===== config.mk =====
export PLATFORM = sky130hd
export DESIGN_NAME = multicycle_alu
export DESIGN_NICKNAME = d
export VERILOG_FILES = /design/src/rtl/multicycle_alu.sv
export SDC_FILE = /design/constraint.sdc
export NUM_CORES = 1
export LEC_CHECK = 0
export ABC_AREA = 1
export CORE_ASPECT_RATIO = 2
export CORE_MARGIN = 2
export CORE_UTILIZATION = 30
export CTS_BUF_LIST = sky130_fd_sc_hd__clkbuf_2
export CTS_CLUSTER_DIAMETER = 30
export DETAILED_ROUTE_END_ITERATION = 7
export GPL_TIMING_DRIVEN = 0
export SLEW_MARGIN = 15
export SYNTH_ARGS = -nofsm -noshare
export SYNTH_HDL_FRONTEND = slang
export SYNTH_SLANG_ARGS = --single-unit

===== constraint.sdc =====
create_clock -name clk -period 7.6 [get_ports clk]
set_input_delay 2.28 -clock clk [delete_from_list [all_inputs] [get_ports clk]]
set_output_delay 2.28 -clock clk [all_outputs]
set_load 0.05 [all_outputs]

===== src/rtl/multicycle_alu.sv =====
// multicycle_alu: parametrised multi-cycle ALU with registered result/flags
// and a start/busy/done handshake toward the controller FSM.
//
// Single-cycle ops (ADD, AND, OR, XOR, SUB, shifts by 0) complete on the edge
// that samples start. Shifts move one bit per cycle; MUL is a shift-add
// multiplier that retires one multiplier bit per cycle.
//
// Build option: define MULTICYCLE_ALU_MUL_EN to include the iterative
// multiplier. Without it, op 111 completes in one cycle with result 0 and
// flags {C,Z,N} = 3'b010, and no multiplier/accumulator logic is built.

module multicycle_alu #(
  parameter int WIDTH = 8,
  parameter int CNTW  = $clog2(WIDTH) + 1
) (
  input  logic             clk,
  input  logic             rst,
  input  logic             start,
  input  logic [2:0]       op,
  input  logic [WIDTH-1:0] a,
  input  logic [WIDTH-1:0] b,
  input  logic             cin,
  output logic [WIDTH-1:0] result,
  output logic [2:0]       czn,
  output logic             busy,
  output logic             done
);

  localparam logic [2:0] OP_ADD = 3'b000;
  localparam logic [2:0] OP_AND = 3'b001;
  localparam logic [2:0] OP_OR  = 3'b010;
  localparam logic [2:0] OP_XOR = 3'b011;
  localparam logic [2:0] OP_SUB = 3'b100;
  localparam logic [2:0] OP_SHL = 3'b101;
  localparam logic [2:0] OP_SHR = 3'b110;
  localparam logic [2:0] OP_MUL = 3'b111;

  localparam logic [CNTW-1:0] CNT_ONE = {{(CNTW-1){1'b0}}, 1'b1};

  typedef enum logic [1:0] {
    ST_IDLE  = 2'd0,
    ST_SHIFT = 2'd1,
    ST_MUL   = 2'd2
  } state_t;

  state_t           state_reg, state_next;
  logic [WIDTH-1:0] result_reg, result_next;
  logic [2:0]       czn_reg, czn_next;
  logic             done_reg, done_next;
  logic [WIDTH-1:0] sh_reg, sh_next;     // shift working register
  logic             shl_reg, shl_next;   // 1 = shift left, 0 = shift right
  logic [CNTW-1:0]  cnt_reg, cnt_next;   // iterations remaining

  // Completion bundle: any path that finishes an operation sets these.
  logic             fin;
  logic [WIDTH-1:0] fin_res;
  logic             fin_c;

  // Operand-level arithmetic for the single-cycle ops; the extra MSB is the
  // carry (ADD) or the borrow (SUB, wraps to 1 when a < b + cin).
  logic [WIDTH:0]   add_ext;
  logic [WIDTH:0]   sub_ext;
  logic [CNTW-1:0]  shift_amt;

  assign add_ext   = {1'b0, a} + {1'b0, b} + {{WIDTH{1'b0}}, cin};
  assign sub_ext   = {1'b0, a} - {1'b0, b} - {{WIDTH{1'b0}}, cin};
  // Only the low CNTW-1 bits of b form the shift count (0 .. WIDTH-1).
  assign shift_amt = {1'b0, b[CNTW-2:0]};

  // One-bit shift step; sh_out is the bit leaving the register this cycle.
  logic [WIDTH-1:0] sh_step;
  logic             sh_out;

  assign sh_step = shl_reg ? {sh_reg[WIDTH-2:0], 1'b0} : {1'b0, sh_reg[WIDTH-1:1]};
  assign sh_out  = shl_reg ? sh_reg[WIDTH-1] : sh_reg[0];

`ifdef MULTICYCLE_ALU_MUL_EN
  localparam logic [CNTW-1:0] CNT_MUL = CNTW'(WIDTH);

  // Accumulator holds {partial product high half, remaining multiplier bits}.
  // Each cycle the multiplicand is added into the high half when the current
  // multiplier LSB is set, then the whole accumulator moves right one bit.
  logic [2*WIDTH-1:0] acc_reg, acc_next;
  logic [2*WIDTH-1:0] acc_step;
  logic [WIDTH-1:0]   mcand_reg, mcand_next;
  logic [WIDTH-1:0]   pp;
  logic [WIDTH:0]     mul_sum;

  // Partial product: multiplicand gated by the current multiplier bit.
  generate
    for (genvar gi = 0; gi < WIDTH; gi++) begin : g_pp
      assign pp[gi] = mcand_reg[gi] & acc_reg[0];
    end
  endgenerate

  assign mul_sum  = {1'b0, acc_reg[2*WIDTH-1:WIDTH]} + {1'b0, pp};
  assign acc_step = {mul_sum, acc_reg[WIDTH-1:1]};
`endif

  // Next-state, datapath and completion logic.
  always_comb begin
    state_next  = state_reg;
    result_next = result_reg;
    czn_next    = czn_reg;
    done_next   = 1'b0;
    sh_next     = sh_reg;
    shl_next    = shl_reg;
    cnt_next    = cnt_reg;
`ifdef MULTICYCLE_ALU_MUL_EN
    acc_next    = acc_reg;
    mcand_next  = mcand_reg;
`endif
    fin         = 1'b0;
    fin_res     = '0;
    fin_c       = 1'b0;

    case (state_reg)
      ST_IDLE: begin
        if (start) begin
          case (op)
            OP_ADD: begin
              fin     = 1'b1;
              fin_res = add_ext[WIDTH-1:0];
              fin_c   = add_ext[WIDTH];
            end
            OP_AND: begin
              fin     = 1'b1;
              fin_res = a & b;
            end
            OP_OR: begin
              fin     = 1'b1;
              fin_res = a | b;
            end
            OP_XOR: begin
              fin     = 1'b1;
              fin_res = a ^ b;
            end
            OP_SUB: begin
              fin     = 1'b1;
              fin_res = sub_ext[WIDTH-1:0];
              fin_c   = sub_ext[WIDTH];
            end
            OP_SHL, OP_SHR: begin
              if (shift_amt == '0) begin
                // Zero-length shift passes a through with no carry.
                fin     = 1'b1;
                fin_res = a;
              end else begin
                sh_next    = a;
                shl_next   = (op == OP_SHL);
                cnt_next   = shift_amt;
                state_next = ST_SHIFT;
              end
            end
            OP_MUL: begin
`ifdef MULTICYCLE_ALU_MUL_EN
              acc_next   = {{WIDTH{1'b0}}, b};
              mcand_next = a;
              cnt_next   = CNT_MUL;
              state_next = ST_MUL;
`else
              // Multiplier not built: retire immediately with a zero result.
              fin     = 1'b1;
              fin_res = '0;
`endif
            end
            default: ;
          endcase
        end
      end

      ST_SHIFT: begin
        sh_next  = sh_step;
        cnt_next = cnt_reg - CNT_ONE;
        if (cnt_reg == CNT_ONE) begin
          fin     = 1'b1;
          fin_res = sh_step;
          fin_c   = sh_out;
        end
      end

`ifdef MULTICYCLE_ALU_MUL_EN
      ST_MUL: begin
        acc_next = acc_step;
        cnt_next = cnt_reg - CNT_ONE;
        if (cnt_reg == CNT_ONE) begin
          fin     = 1'b1;
          fin_res = acc_step[WIDTH-1:0];
          fin_c   = |acc_step[2*WIDTH-1:WIDTH];
        end
      end
`endif

      default: state_next = ST_IDLE;
    endcase

    // Result and flags are written only when an operation retires.
    if (fin) begin
      result_next = fin_res;
      czn_next    = {fin_c, (fin_res == '0), fin_res[WIDTH-1]};
      done_next   = 1'b1;
      state_next  = ST_IDLE;
    end
  end

  // FSM state register.
  always_ff @(posedge clk) begin
    if (rst) begin
      state_reg <= ST_IDLE;
    end else begin
      state_reg <= state_next;
    end
  end

  // Datapath and output registers; reset aborts any operation in flight.
  always_ff @(posedge clk) begin
    if (rst) begin
      result_reg <= '0;
      czn_reg    <= 3'b000;
      done_reg   <= 1'b0;
      sh_reg     <= '0;
      shl_reg    <= 1'b0;
      cnt_reg    <= '0;
    end else begin
      result_reg <= result_next;
      czn_reg    <= czn_next;
      done_reg   <= done_next;
      sh_reg     <= sh_next;
      shl_reg    <= shl_next;
      cnt_reg    <= cnt_next;
    end
  end

`ifdef MULTICYCLE_ALU_MUL_EN
  // Multiplier accumulator and latched multiplicand.
  always_ff @(posedge clk) begin
    if (rst) begin
      acc_reg   <= '0;
      mcand_reg <= '0;
    end else begin
      acc_reg   <= acc_next;
      mcand_reg <= mcand_next;
    end
  end
`endif

  assign result = result_reg;
  assign czn    = czn_reg;
  assign done   = done_reg;
  assign busy   = (state_reg != ST_IDLE);

endmodule


== Word level (Yosys, flattened, before mapping) ==
Index checks and enable logic that the tools add are counted.
Storage, ports and cells
  register bits after elaboration: 27
  input bits: 23
  output and inout bits: 13
  logic and storage cells: 70
Operators by class
  add/sub/neg operators: 5
  equal/unequal tests: 12
  multiplexer cells: 29
  bitwise gates (word level): 5
  reduce and logical (&&, ||, !) cells: 12
Operators by type and width (count)
  $mux W8: 7
  $pmux W8 S7: 1
  $pmux W8 S2: 2
  $eq A3 B3 Y1 const B: 4
  $mux W4: 3
  $reduce_and A4 Y1: 3
  $add A8 B8 Y9: 1
  $add A9 B1 Y9: 1
  $sub A8 B8 Y9: 1
  $sub A9 B1 Y9: 1
  $and A8 B8 Y8: 1
  $logic_not A8 Y1: 1
  $or A8 B8 Y8: 1
  $pmux W1 S2: 4
  $pmux W4 S2: 1
  $xor A8 B8 Y8: 1
  $mux W1: 7
  $eq A3 B2 Y1 const B: 2
  $mux W2: 3
  $ne A2 B2 Y1 const B: 3
  $reduce_or A6 Y1: 1
  $eq A4 B1 Y1 const B: 1
  $logic_not A4 Y1: 1
  $pmux W2 S2: 1
  8 further kinds: 11

== Longest topological paths before layout ==
  depth after elaboration: 6
  gate-level depth with buffers: 17
  gate-level depth less buffers: 17

== Worst setup path before layout ==
OpenSTA, ideal clock, no wires.
  path type: input to register
  from: input port a[0]
  to: register czn_reg[1], in the netlist czn[1]
  library setup time: 0.113 ns
  arrival time: 4.506 ns
  required time: 7.487 ns
  slack: 2.980 ns
  stages on the path: 17
  path buffers: 0
  cell sequence: fa_1 inv_1 ha_1 or2_2 fa_1 nand3_1 nand2_1 nand2_1 nand2_1 nand2_1 nand3_1 nand2_1 nand3_1 nand2_1 inv_1 nand3_1 nand2_1
Between the ends
  cells in the longest elaborated chain, start to end: 6
  elaborated cells on any way between the ends: 12
  classes of those cells: 4 x add/sub; 4 x mux; 3 x bitwise; 1 x reduce/logical
RTL lines
  start, declared: RTL line 20  | input logic [WIDTH-1:0] a,
  $sub A8 B8 Y9 or $add A8 B8 Y9 (tied branches): RTL line 66, 65
  $sub A9 B1 Y9 or $add A9 B1 Y9 (tied branches): RTL line 66, 65
  $pmux W8 S7 *: RTL line 120  | case (op)
  $mux W8 *: RTL line 119  | if (start) begin
  $pmux W8 S2 *: RTL line 117  | case (state_reg)
  $logic_not A8 Y1 *: RTL line 200  | czn_next = {fin_c, (fin_res == '0), fin_res[WIDTH-1]};
  end signal, assigned: RTL line 226  | czn_reg <= czn_next;
  end, declared: RTL line 48  | logic [2:0] czn_reg, czn_next;
Mark *: on every way between the ends. The rest lies on a longest branch, timed or not.
A chain may end at the register's enable or synchronous reset.

== Worst setup path after layout ==
Ends and elaborated chain as after synthesis.

==> summary.txt <==
Status
  – Run status: completed

Worst setup path
  – CP Capture Type: flip-flop
  – Crit path launch type: input pin
  – Cells along the critical path: clkdlybuf4s50_1, fa_1, inv_1, ha_1, or2_2, fa_1, nand3_1, nand2_1, nand2_1, nand2_1, nand2_1, nand3_1, nand2_1, nand3_1, nand2_1, inv_1, nand3_1, nand2_1
  – Crit path max-delay family: adder cells
  – Slowest cell on crit path: fa_1
  – Worst path max stage delay: 0.68 ns
  – Arr. time, crit path: 5.53 ns
  – Critical path peak fanout: 6
  – CP required: around 8.0 ns
  – WP buf/inv: 3
  – Most common cell on crit path: nand2_1
  – Critical path class: input pin to flip-flop

Placed design
  – DP Wirelength: 7.24 mm
  – Setup WS pre-CTS: between 1.5 and 2 ns
  – Port bufs: 34
  – GPL Wtd Cong: 0.866
  – Placed instance area: between 3000 and 4000 sq um

Drt
  – Vias per cell: 4.92
  – Met3 wire len: 165 um
  – Routed length per instance: approximately 14 um
  – Post-Route WL: 8.44 mm
  – DR WL met2: 4.86 mm
  – Via Count: roughly 3,000
  – TritonRoute pass-1 iters: 6
  – DRT met1 WL: 2.90 mm
  – Number of DRC markers in iteration 0: 174
  – Final antenna-violating net count: 0
  – Drt drc: 0
  – Max Used Layer: met4

STA
  – Worst-Margin Slew: between 0.5 and 0.6 ns
  – Final worst setup slack: 2.42 ns
  – RSZ-0062 raised after global routing: false
  – Max Freq: around 190 MHz
  – Minimum clock period: 5.18 ns
  – Tcrit/Tclk final: 68.1%
  – Setup violators final: 0
  – Final hold violations: 0
  – Pins Over Slew Limit: 0
  – Max_slew headroom: 63.6%
  – Setup TNS: 0 ns
  – Skew final: 0.0167 ns

Logic synthesis
  – Synth Instances: 460
  – Yosys cell types: 38
  – Warnings from Yosys: 0
  – Mean post-synth cell area: 6.17 sq um
  – Syn Nets: 519
  – Number of synthesized flops with an enable pin: 0
  – Post-synth top flop: dfxtp_1
  – Asr flop ratio synth: 0%
  – Cell Area, Synth: roughly 2800 sq um
  – Sequential share of the synthesized area: 17.6%
  – Synthesized flop and latch total: 25

Hold path
  – HP Class: flip-flop to flip-flop

GRT
  – Largest net degree at the start of global routing: 16
  – Vias in the first global route: 2,884
  – Initial antenna violation count: 1
  – First-pass GRT wire length: about 14 mm
  – GRT Overall Usage: 17.0%
  – Final global-route overflow total: 0

Layout
  – Layout Area Growth over Synthesis: 17.5%
  – Post-Layout Inst Area: roughly 3300 sq um
  – Largest register FFs: 8
  – Number of fill cells: 1,045
  – Layout cells sized above 1: approximately 7%
  – Nets: 558

Floorplan
  – Die X: between 70 and 80 um
  – Die extent in y: approximately 140 um
  – Die Area: 10,300 sq um
  – Io pins: 36
  – Num rows: 50
  – Initial Util: between 30% and 40%
  – Core Footprint: roughly 9300 sq um

Clocking
  – # clock sinks: 25
  – Post-CTS Setup Repair Bufs: 0
  – H-tree Lvls: 1
  – Clock Pin Slew Worst Setup and Hold Paths: 0.27 ns
  – Hold-fix buffers, CTS: 0
  – Cts bufs inserted: 3
  – CTS tree: built
  – Clock Latency Late Sink: 0.41 ns
  – Clk root buf: clkbuf_2
  – CTS Buffer Depth: 2
  – Cts repair resizes: 0

Job
  – Reported max-cap violation count: 0

Power
  – VDD IR-drop max: 44.9 uV
  – Overall power: 0.000385 W
  – Leakage power: about 1.7 nW
  – Pwr Density: 115 nW/um^2
## per-layer routing
| metal | vias up | global-route usage, % |
|---|---|---|
| met5 | - | 0 |
| met4 | 0 | 11.4 |
| met3 | 31 | 0.568 |
| met2 | 72 | 34.3 |
| met1 | 1335 | 15.4 |
| li1 | 1529 | - |
## layout by cell type (no fill, tap or decap), drive strengths merged, types with 9 or more instances in the layout
master and instances:
a21oi 19, a31oi 9, clkdlybuf4s50 34, dfxtp 25
ha 32, inv 90, nand2 132, nand3 47
nor2 48, o21ai 13
## final cells by class
class	count	area, sq um	area share, %
multi-input cells	336	1930	57.9
flip-flops and latches	25	500	15.0
inverters	90	343	10.3
repair buffers	34	340	10.2
well taps	104	130	3.91
plain buffers	9	63.8	1.92
clock buffers	3	15.0	0.451
clock inverters	1	7.51	0.225
diodes	1	2.50	0.0751
## power breakdown
part	switching, W	internal [W]	total [W]
clock	0.0000473	0.0000121	0.0000595
combinational	0.000117	0.0000666	0.000184
sequential	0.00000343	0.000138	0.000141
## synth_stat cells, types with 3 or more instances
cell type	instances	share of area, %
nor3_1	4	0.71
dfxtp_1	25	18
nor2_1	40	5.3
nand2_1	130	17
inv_2	4	0.53
ha_1	32	14
a22o_1	5	1.5
fa_1	4	2.8
nand3_1	45	7.9
nand4_1	6	1.3
nor2_2	5	1.1
buf_4	3	0.79
inv_1	85	11
or2_2	3	0.66
o21ai_0	10	1.8
a22oi_1	4	1.1
a31oi_1	9	2.0
a21oi_1	19	3.4
buf_2	3	0.53
## worst reg2reg max path: cells and delay by family (launching register included)
family / cells / cell delay, ns
AO/OA/AOI/OAI: 1 / 0.33
AND/OR/NAND/NOR: 7 / 0.86
flip-flops: 1 / 0.36
adder cells (fa/ha/maj): 1 / 0.15
buffers and inverters: 1 / 0.09
## kinds of logic after synthesis
kind of cell	count (synthesis)	synth area share, %
buffers and inverters	99	14.3
DFF	25	17.6
and+or+nand+nor	243	38.4
adders and majority gates	36	16.9
AOI/OAI and AO/OA	57	12.7
## through the flow
step | hold slack (ns) | utilization (%) | instances
floorplan | 0.453 | - | 460
global placement | 0.439 | 35.7 | 598
detailed placement | 0.444 | 35.7 | 598
CTS | 0.475 | 36.0 | 602
global route | 0.492 | 36.0 | 603
finish | 0.471 | 36.0 | 603
## path summary, 6_finish.rpt
kind | from | to | slack [ns] | depth (start not counted)
setup / recovery | a[0] | czn[1] | 2.42 | 18
hold / removal | czn[1] | czn[1] | 0.47 | 2
setup reg to reg | cnt_reg[1] | czn[1] | 5.80 | 10
hold reg to reg | czn[1] | czn[1] | 0.47 | 2
(Power assumes the default switching activity.)
